## src/rtl/gsim_mat_fetch.sv

```systemverilog
// Fetch stage for the Gauss-Seidel solver: streams N matrices (17 words each) from matrix memory
// into a small credit-limited FIFO and out over a valid/ready stream tagged with word/matrix index.
module gsim_mat_fetch #(
    parameter int ADDR_W     = 10,
    parameter int DATA_W     = 256,
    parameter int WPM        = 17,
    parameter int FIFO_DEPTH = 4
) (
    input  logic              i_clk,
    input  logic              i_rst_n,
    input  logic              i_start,
    input  logic [4:0]        i_matrix_num,
    output logic              o_busy,
    output logic              o_done,
    output logic              o_err,
    output logic              o_mem_rreq,
    output logic [ADDR_W-1:0] o_mem_addr,
    input  logic              i_mem_rrdy,
    input  logic [DATA_W-1:0] i_mem_dout,
    input  logic              i_mem_dout_vld,
    output logic              o_word_vld,
    output logic [DATA_W-1:0] o_word_data,
    output logic [4:0]        o_word_idx,
    output logic              o_word_last,
    output logic [4:0]        o_mat_idx,
    input  logic              i_word_rdy
);

    localparam int PTR_W = $clog2(FIFO_DEPTH);
    localparam int CNT_W = PTR_W + 1;

    typedef enum logic [1:0] {
        ST_IDLE  = 2'd0,
        ST_FETCH = 2'd1,
        ST_DRAIN = 2'd2,
        ST_DONE  = 2'd3
    } state_t;

    state_t              state_r;
    state_t              state_s;
    logic [ADDR_W-1:0]   issued_r;
    logic [ADDR_W-1:0]   total_r;
    logic [ADDR_W-1:0]   total_s;
    logic [CNT_W-1:0]    outst_r;
    logic [CNT_W-1:0]    fifo_cnt_r;
    logic [PTR_W-1:0]    wr_ptr_r;
    logic [PTR_W-1:0]    rd_ptr_r;
    logic [DATA_W-1:0]   mem_r [FIFO_DEPTH];
    logic [4:0]          word_idx_r;
    logic [4:0]          mat_idx_r;
    logic                done_r;
    logic                err_r;

    logic                start_ok_s;
    logic                credit_s;
    logic                rreq_s;
    logic                req_acc_s;
    logic                push_s;
    logic                pop_s;

    assign start_ok_s = i_start && (state_r == ST_IDLE);
    assign total_s    = ADDR_W'(i_matrix_num) * ADDR_W'(WPM);
    // Reads in flight plus buffered words never exceed the FIFO depth, so no return can be lost.
    assign credit_s   = ({1'b0, outst_r} + {1'b0, fifo_cnt_r}) < (CNT_W + 1)'(FIFO_DEPTH);
    assign rreq_s     = (state_r == ST_FETCH) && (issued_r < total_r) && credit_s;
    assign req_acc_s  = rreq_s && i_mem_rrdy;
    assign push_s     = i_mem_dout_vld && (outst_r != CNT_W'(0));
    assign pop_s      = (fifo_cnt_r != CNT_W'(0)) && i_word_rdy;

    // Next-state decode for the fetch sequencer.
    always_comb begin
        state_s = state_r;
        case (state_r)
            ST_IDLE: begin
                if (start_ok_s) begin
                    if (i_matrix_num == 5'd0) begin
                        state_s = ST_DONE;
                    end else begin
                        state_s = ST_FETCH;
                    end
                end else begin
                    state_s = ST_IDLE;
                end
            end
            ST_FETCH: begin
                if (issued_r >= total_r) begin
                    state_s = ST_DRAIN;
                end else begin
                    state_s = ST_FETCH;
                end
            end
            ST_DRAIN: begin
                if ((outst_r == CNT_W'(0)) && (fifo_cnt_r == CNT_W'(0))) begin
                    state_s = ST_DONE;
                end else begin
                    state_s = ST_DRAIN;
                end
            end
            ST_DONE:  state_s = ST_IDLE;
            default:  state_s = ST_IDLE;
        endcase
    end

    // State register plus the done pulse and sticky error flag.
    always_ff @(posedge i_clk or negedge i_rst_n) begin
        if (!i_rst_n) begin
            state_r <= ST_IDLE;
            done_r  <= 1'b0;
            err_r   <= 1'b0;
        end else begin
            state_r <= state_s;
            done_r  <= (state_r == ST_DONE);
            if (i_mem_dout_vld && (outst_r == CNT_W'(0))) begin
                err_r <= 1'b1;
            end
        end
    end

    // Request address, target count and stream position counters.
    always_ff @(posedge i_clk or negedge i_rst_n) begin
        if (!i_rst_n) begin
            issued_r   <= '0;
            total_r    <= '0;
            word_idx_r <= 5'd0;
            mat_idx_r  <= 5'd0;
        end else if (start_ok_s) begin
            issued_r   <= '0;
            total_r    <= total_s;
            word_idx_r <= 5'd0;
            mat_idx_r  <= 5'd0;
        end else begin
            if (req_acc_s) begin
                issued_r <= issued_r + ADDR_W'(1);
            end
            if (pop_s) begin
                if (word_idx_r == 5'(WPM - 1)) begin
                    word_idx_r <= 5'd0;
                    mat_idx_r  <= mat_idx_r + 5'd1;
                end else begin
                    word_idx_r <= word_idx_r + 5'd1;
                end
            end
        end
    end

    // Outstanding-read and FIFO occupancy bookkeeping; simultaneous inc/dec cancel.
    always_ff @(posedge i_clk or negedge i_rst_n) begin
        if (!i_rst_n) begin
            outst_r    <= '0;
            fifo_cnt_r <= '0;
            wr_ptr_r   <= '0;
            rd_ptr_r   <= '0;
        end else begin
            case ({req_acc_s, push_s})
                2'b10:   outst_r <= outst_r + CNT_W'(1);
                2'b01:   outst_r <= outst_r - CNT_W'(1);
                default: outst_r <= outst_r;
            endcase
            case ({push_s, pop_s})
                2'b10:   fifo_cnt_r <= fifo_cnt_r + CNT_W'(1);
                2'b01:   fifo_cnt_r <= fifo_cnt_r - CNT_W'(1);
                default: fifo_cnt_r <= fifo_cnt_r;
            endcase
            if (push_s) begin
                wr_ptr_r <= wr_ptr_r + PTR_W'(1);
            end
            if (pop_s) begin
                rd_ptr_r <= rd_ptr_r + PTR_W'(1);
            end
        end
    end

    // FIFO storage, cleared on reset so the stream data output reads zero.
    always_ff @(posedge i_clk or negedge i_rst_n) begin
        if (!i_rst_n) begin
            for (int i = 0; i < FIFO_DEPTH; i++) begin
                mem_r[i] <= '0;
            end
        end else if (push_s) begin
            mem_r[wr_ptr_r] <= i_mem_dout;
        end
    end

    assign o_busy      = (state_r == ST_FETCH) || (state_r == ST_DRAIN);
    assign o_done      = done_r;
    assign o_err       = err_r;
    assign o_mem_rreq  = rreq_s;
    assign o_mem_addr  = issued_r;
    assign o_word_vld  = (fifo_cnt_r != CNT_W'(0));
    assign o_word_data = mem_r[rd_ptr_r];
    assign o_word_idx  = word_idx_r;
    assign o_word_last = (word_idx_r == 5'(WPM - 1));
    assign o_mat_idx   = mat_idx_r;

endmodule

```

## config.mk

```make
export PLATFORM = sky130hd
export DESIGN_NAME = gsim_mat_fetch
export DESIGN_NICKNAME = d
export VERILOG_FILES = /design/src/rtl/gsim_mat_fetch.sv
export SDC_FILE = /design/constraint.sdc
export NUM_CORES = 1
export LEC_CHECK = 0
export BUFFER_PORTS_ARGS = -buffer_cell sky130_fd_sc_hd__buf_2
export CORE_MARGIN = 2
export CORE_UTILIZATION = 49
export CTS_CLUSTER_SIZE = 14
export DETAILED_ROUTE_END_ITERATION = 10
export GPL_TIMING_DRIVEN = 0
export HOLD_SLACK_MARGIN = 0.08
export PLACE_DENSITY = 0.69
export SYNTH_ARGS = -nofsm -noshare
export SYNTH_HDL_FRONTEND = slang
export SYNTH_SLANG_ARGS = --single-unit
```

## constraint.sdc

```tcl
create_clock -name i_clk -period 7 [get_ports i_clk]
set_input_delay 0.7 -clock i_clk [delete_from_list [all_inputs] [get_ports i_clk]]
set_output_delay 0.7 -clock i_clk [all_outputs]
set_load 0.05 [all_outputs]
```

==> flow_summary.ini <==
[worst_setup_path]
startpoint = rd_ptr_r[1]
endpoint_kind = output port
path_cells = clkbuf_1, clkbuf_1, clkbuf_1, mux4_2, buf_2
criticalPathCategory = reg -> out
rr_startpoint = o_mem_addr[5]
critPathLaunchType = register
slowest_delay_ns = 1.06
cp_slowest_cell = clkbuf_1
crit_path_frequent_cell = clkbuf_1
worstPathArrival_ns = 3.72
path_max_fanout = 10
crit_required_ns = 6.30

[synthesis]
synthSimpleGateAreaFrac_pct = 0.9537
ys_warn_count = 0
syn-num-nets = 3037
synth_top_family_by_area = multiplexers
synth-compound-area-share_pct = 0.7133
synth_xor_area_share_pct = 0.3026
synth_area_um2 = 46310
synth_edf_count = 0
postSynthCellCount = 2738
synthMuxAreaShare_pct = 37.39
yosys_most_used_dff = dfrtp_1
synth_seq_cells = 1068
synth_cell_type_count = 46
synth_seq_area_share_pct = 57.71
syn_avg_cell_area_um2 = 16.91
synth-async-reset-ratio_pct = 100.0
yosys.area_share.adder_pct = 0.8970

[clock_network]
cts_setup_buffers = 0
cts-root-buf = clkbuf_16
clockBufferDepth = 3
htree_levels = 3
cts-buffers-inserted = 112
cts_tree = built
cts.sinks = 1068
path_clk_slew_ns = 0.06
insertion_delay_ns = 0.68

[timing]
grt_setup_unrepaired = no
fin_crit_ns = 4.418
finalSetupTns_ns = 0
finalClockSkew_ns = 0.02113
setup_viol = 0
worst_pin_slew_ns = 1.421
final.setup.worst_slack_ns = 2.582
maxSlewHeadroom_pct = 5.240
maxSlewViolCount = 0
final-hold-violation-count = 0
fmax_ghz = 0.2264
fin_crit_sh_pct = 63.11

[grt]
antenna_found_initial = 51
grt.overflow.total = 0
track_usage_pct = 24.45
use_met3_pct = 6.229
first_global_vias = 30367
use_met2_pct = 40.64
use_met1_pct = 30.68
grt_pass1_wl_um = 182500
grt.busiest_layer = met2
grt_max_degree = 135

[job]
maxCapViolations = 0

[place]
post-place-ws_ns = 3.167
gp_routability_congestion = 0.8266
hpwl_um = 84220
io_buffers = 548

[floorplan]
core_um2 = 93470
dieArea_um2 = 96990
die_w_um = 311.4
io_pins = 549
die_h_um = 311.4
initial_utilization_pct = 49.55
num_rows = 112

[detailed_routing]
ant_nets = 0
routed_wl_um = 117500
vias = 26945
drt_first_pass_iters = 5
drcViolationCount = 0
wl_per_cell_um = 24.57
drtIter0Drc = 1279
vias_per_cell = 5.632

[worst_hold_path]
min_from = i_mem_dout_vld
hold_path_class = in -> reg

[layout]
final_util_pct = 58.58
drive_above_1_share_pct = 56.17
fillCellCount = 7100
fin_nets = 3708
syn2layout_area_growth_pct = 18.24

[status]
run_status = complete, no violations
-- Yosys cell counts (4+ instances only) --
| cell type | n | area [µm²] |
|---|---|---|
| clkbuf_1 | 28 | 105.1 |
| nand4_1 | 6 | 37.54 |
| inv_1 | 24 | 90.09 |
| buf_2 | 137 | 685.7 |
| nand2_1 | 28 | 105.1 |
| nor2b_1 | 4 | 25.02 |
| dfrtp_1 | 1068 | 26730 |
| o31ai_1 | 7 | 52.55 |
| mux4_2 | 256 | 5766 |
| mux2_2 | 833 | 9380 |
| ha_1 | 30 | 375.4 |
| xnor2_1 | 6 | 52.55 |
| xor2_1 | 10 | 87.58 |
| buf_1 | 12 | 45.04 |
| or3_1 | 4 | 25.02 |
| nor2_1 | 12 | 45.04 |
| nor3_1 | 4 | 20.02 |
| a21oi_1 | 15 | 75.07 |
| or4_1 | 7 | 52.55 |
| mux2_1 | 191 | 2151 |
| nand3_1 | 9 | 45.04 |
| o21ai_0 | 16 | 80.08 |
-- logic make-up (layout without fill, tap and decap cells) --
group | count (synthesis) | count (layout)
other | 0 | 28
xor gates and xnor gates | 16 | 16
muxes | 1282 | 1282
buffers and inverters | 203 | 967
adders and majority gates | 32 | 32
and+or+nand+nor | 85 | 85
DFF | 1068 | 1068
AOI/OAI and AO/OA | 52 | 52
-- layer usage --
| metal | share of wire (%) | vias to the layer above |
|---|---|---|
| li1 | - | 11609 |
| met5 | 0.19 | - |
| met3 | 5.8 | 247 |
| met4 | 3.7 | 38 |
| met1 | 40 | 14445 |
| met2 | 50 | 606 |
-- critical path, delay by kind of cell, from the launching register on --
family | cells | cell delay (ns)
flops | 1 | 0.32
mux | 1 | 0.35
buf+inv | 4 | 2.34
-- flip-flops by register name, summed over array words and instances (netlist names), 3 cells and up --
signal	count
mem_r	1024
o_mem_addr	10
total_r	10
o_mat_idx	5
o_word_idx	5
fifo_cnt_r	3
outst_r	3
-- final cells by class --
class / count / area, µm² / share of cell area, %
Clock buffer: 178 / 3476 / 6.348
Antenna cell: 28 / 70.07 / 0.1280
Sequential cell: 1068 / 26730 / 48.81
Multi-Input combinational cell: 1467 / 18640 / 34.05
Inverter: 25 / 93.84 / 0.1714
Clock inverter: 29 / 347.8 / 0.6352
Timing Repair Buffer: 557 / 2983 / 5.448
Tap cell: 1254 / 1569 / 2.865
Buffer: 178 / 847.1 / 1.547
-- per-stage QoR --
stage / instance area (µm²) / hold WS [ns] / cells
after detailed placement: 50850 / 0.4494 / 4548
after floorplan: 46310 / 0.4044 / 2738
after global placement: 50620 / 0.4365 / 4540
final: 54760 / 0.2271 / 4784
after global routing: 54750 / 0.2089 / 4780
after CTS: 54690 / 0.1716 / 4756
-- what timing repair did --
| item | 4_1_cts | 5_1_grt |
|---|---|---|
| hold buffers | 1 | 0 |
| resized for setup | 0 | 0 |
| endpoints found under the setup margin | 0 | 0 |
| endpoints found under the hold margin | 73 | 0 |
-- cell usage in the layout (no fill, tap or decap), types with 6 or more instances in the layout --
cell type,instances
a21oi_1,15
buf_1,12
buf_16,8
buf_2,684
bufinv_16,7
clkbuf_1,56
clkbuf_16,116
clkbuf_8,34
clkinv_2,16
dfrtp_1,1068
diode_2,28
ha_1,30
inv_1,24
mux2_1,191
mux2_2,833
mux4_2,256
nand2_1,28
nand3_1,9
nand4_1,6
nor2_1,12
o21ai_0,16
o31ai_1,7
or4_1,7
xnor2_1,6
xor2_1,10
-- path summary, 6_finish.rpt --
kind | depth (start not counted) | slack [ns] | to
max | 5 | 2.58 | o_word_data[206]
min in group asynchronous | 2 | 0.57 | mem_r[311]
max reg2reg | 12 | 3.75 | outst_r[2]
min | 2 | 0.23 | o_err
max in group asynchronous | 6 | 3.75 | mem_r[989]
min reg2reg | 1 | 0.46 | o_err
Power is left out: the tool's default activity adds up to more than one toggle a clock period on the data nets, which glitch-free logic cannot reach.
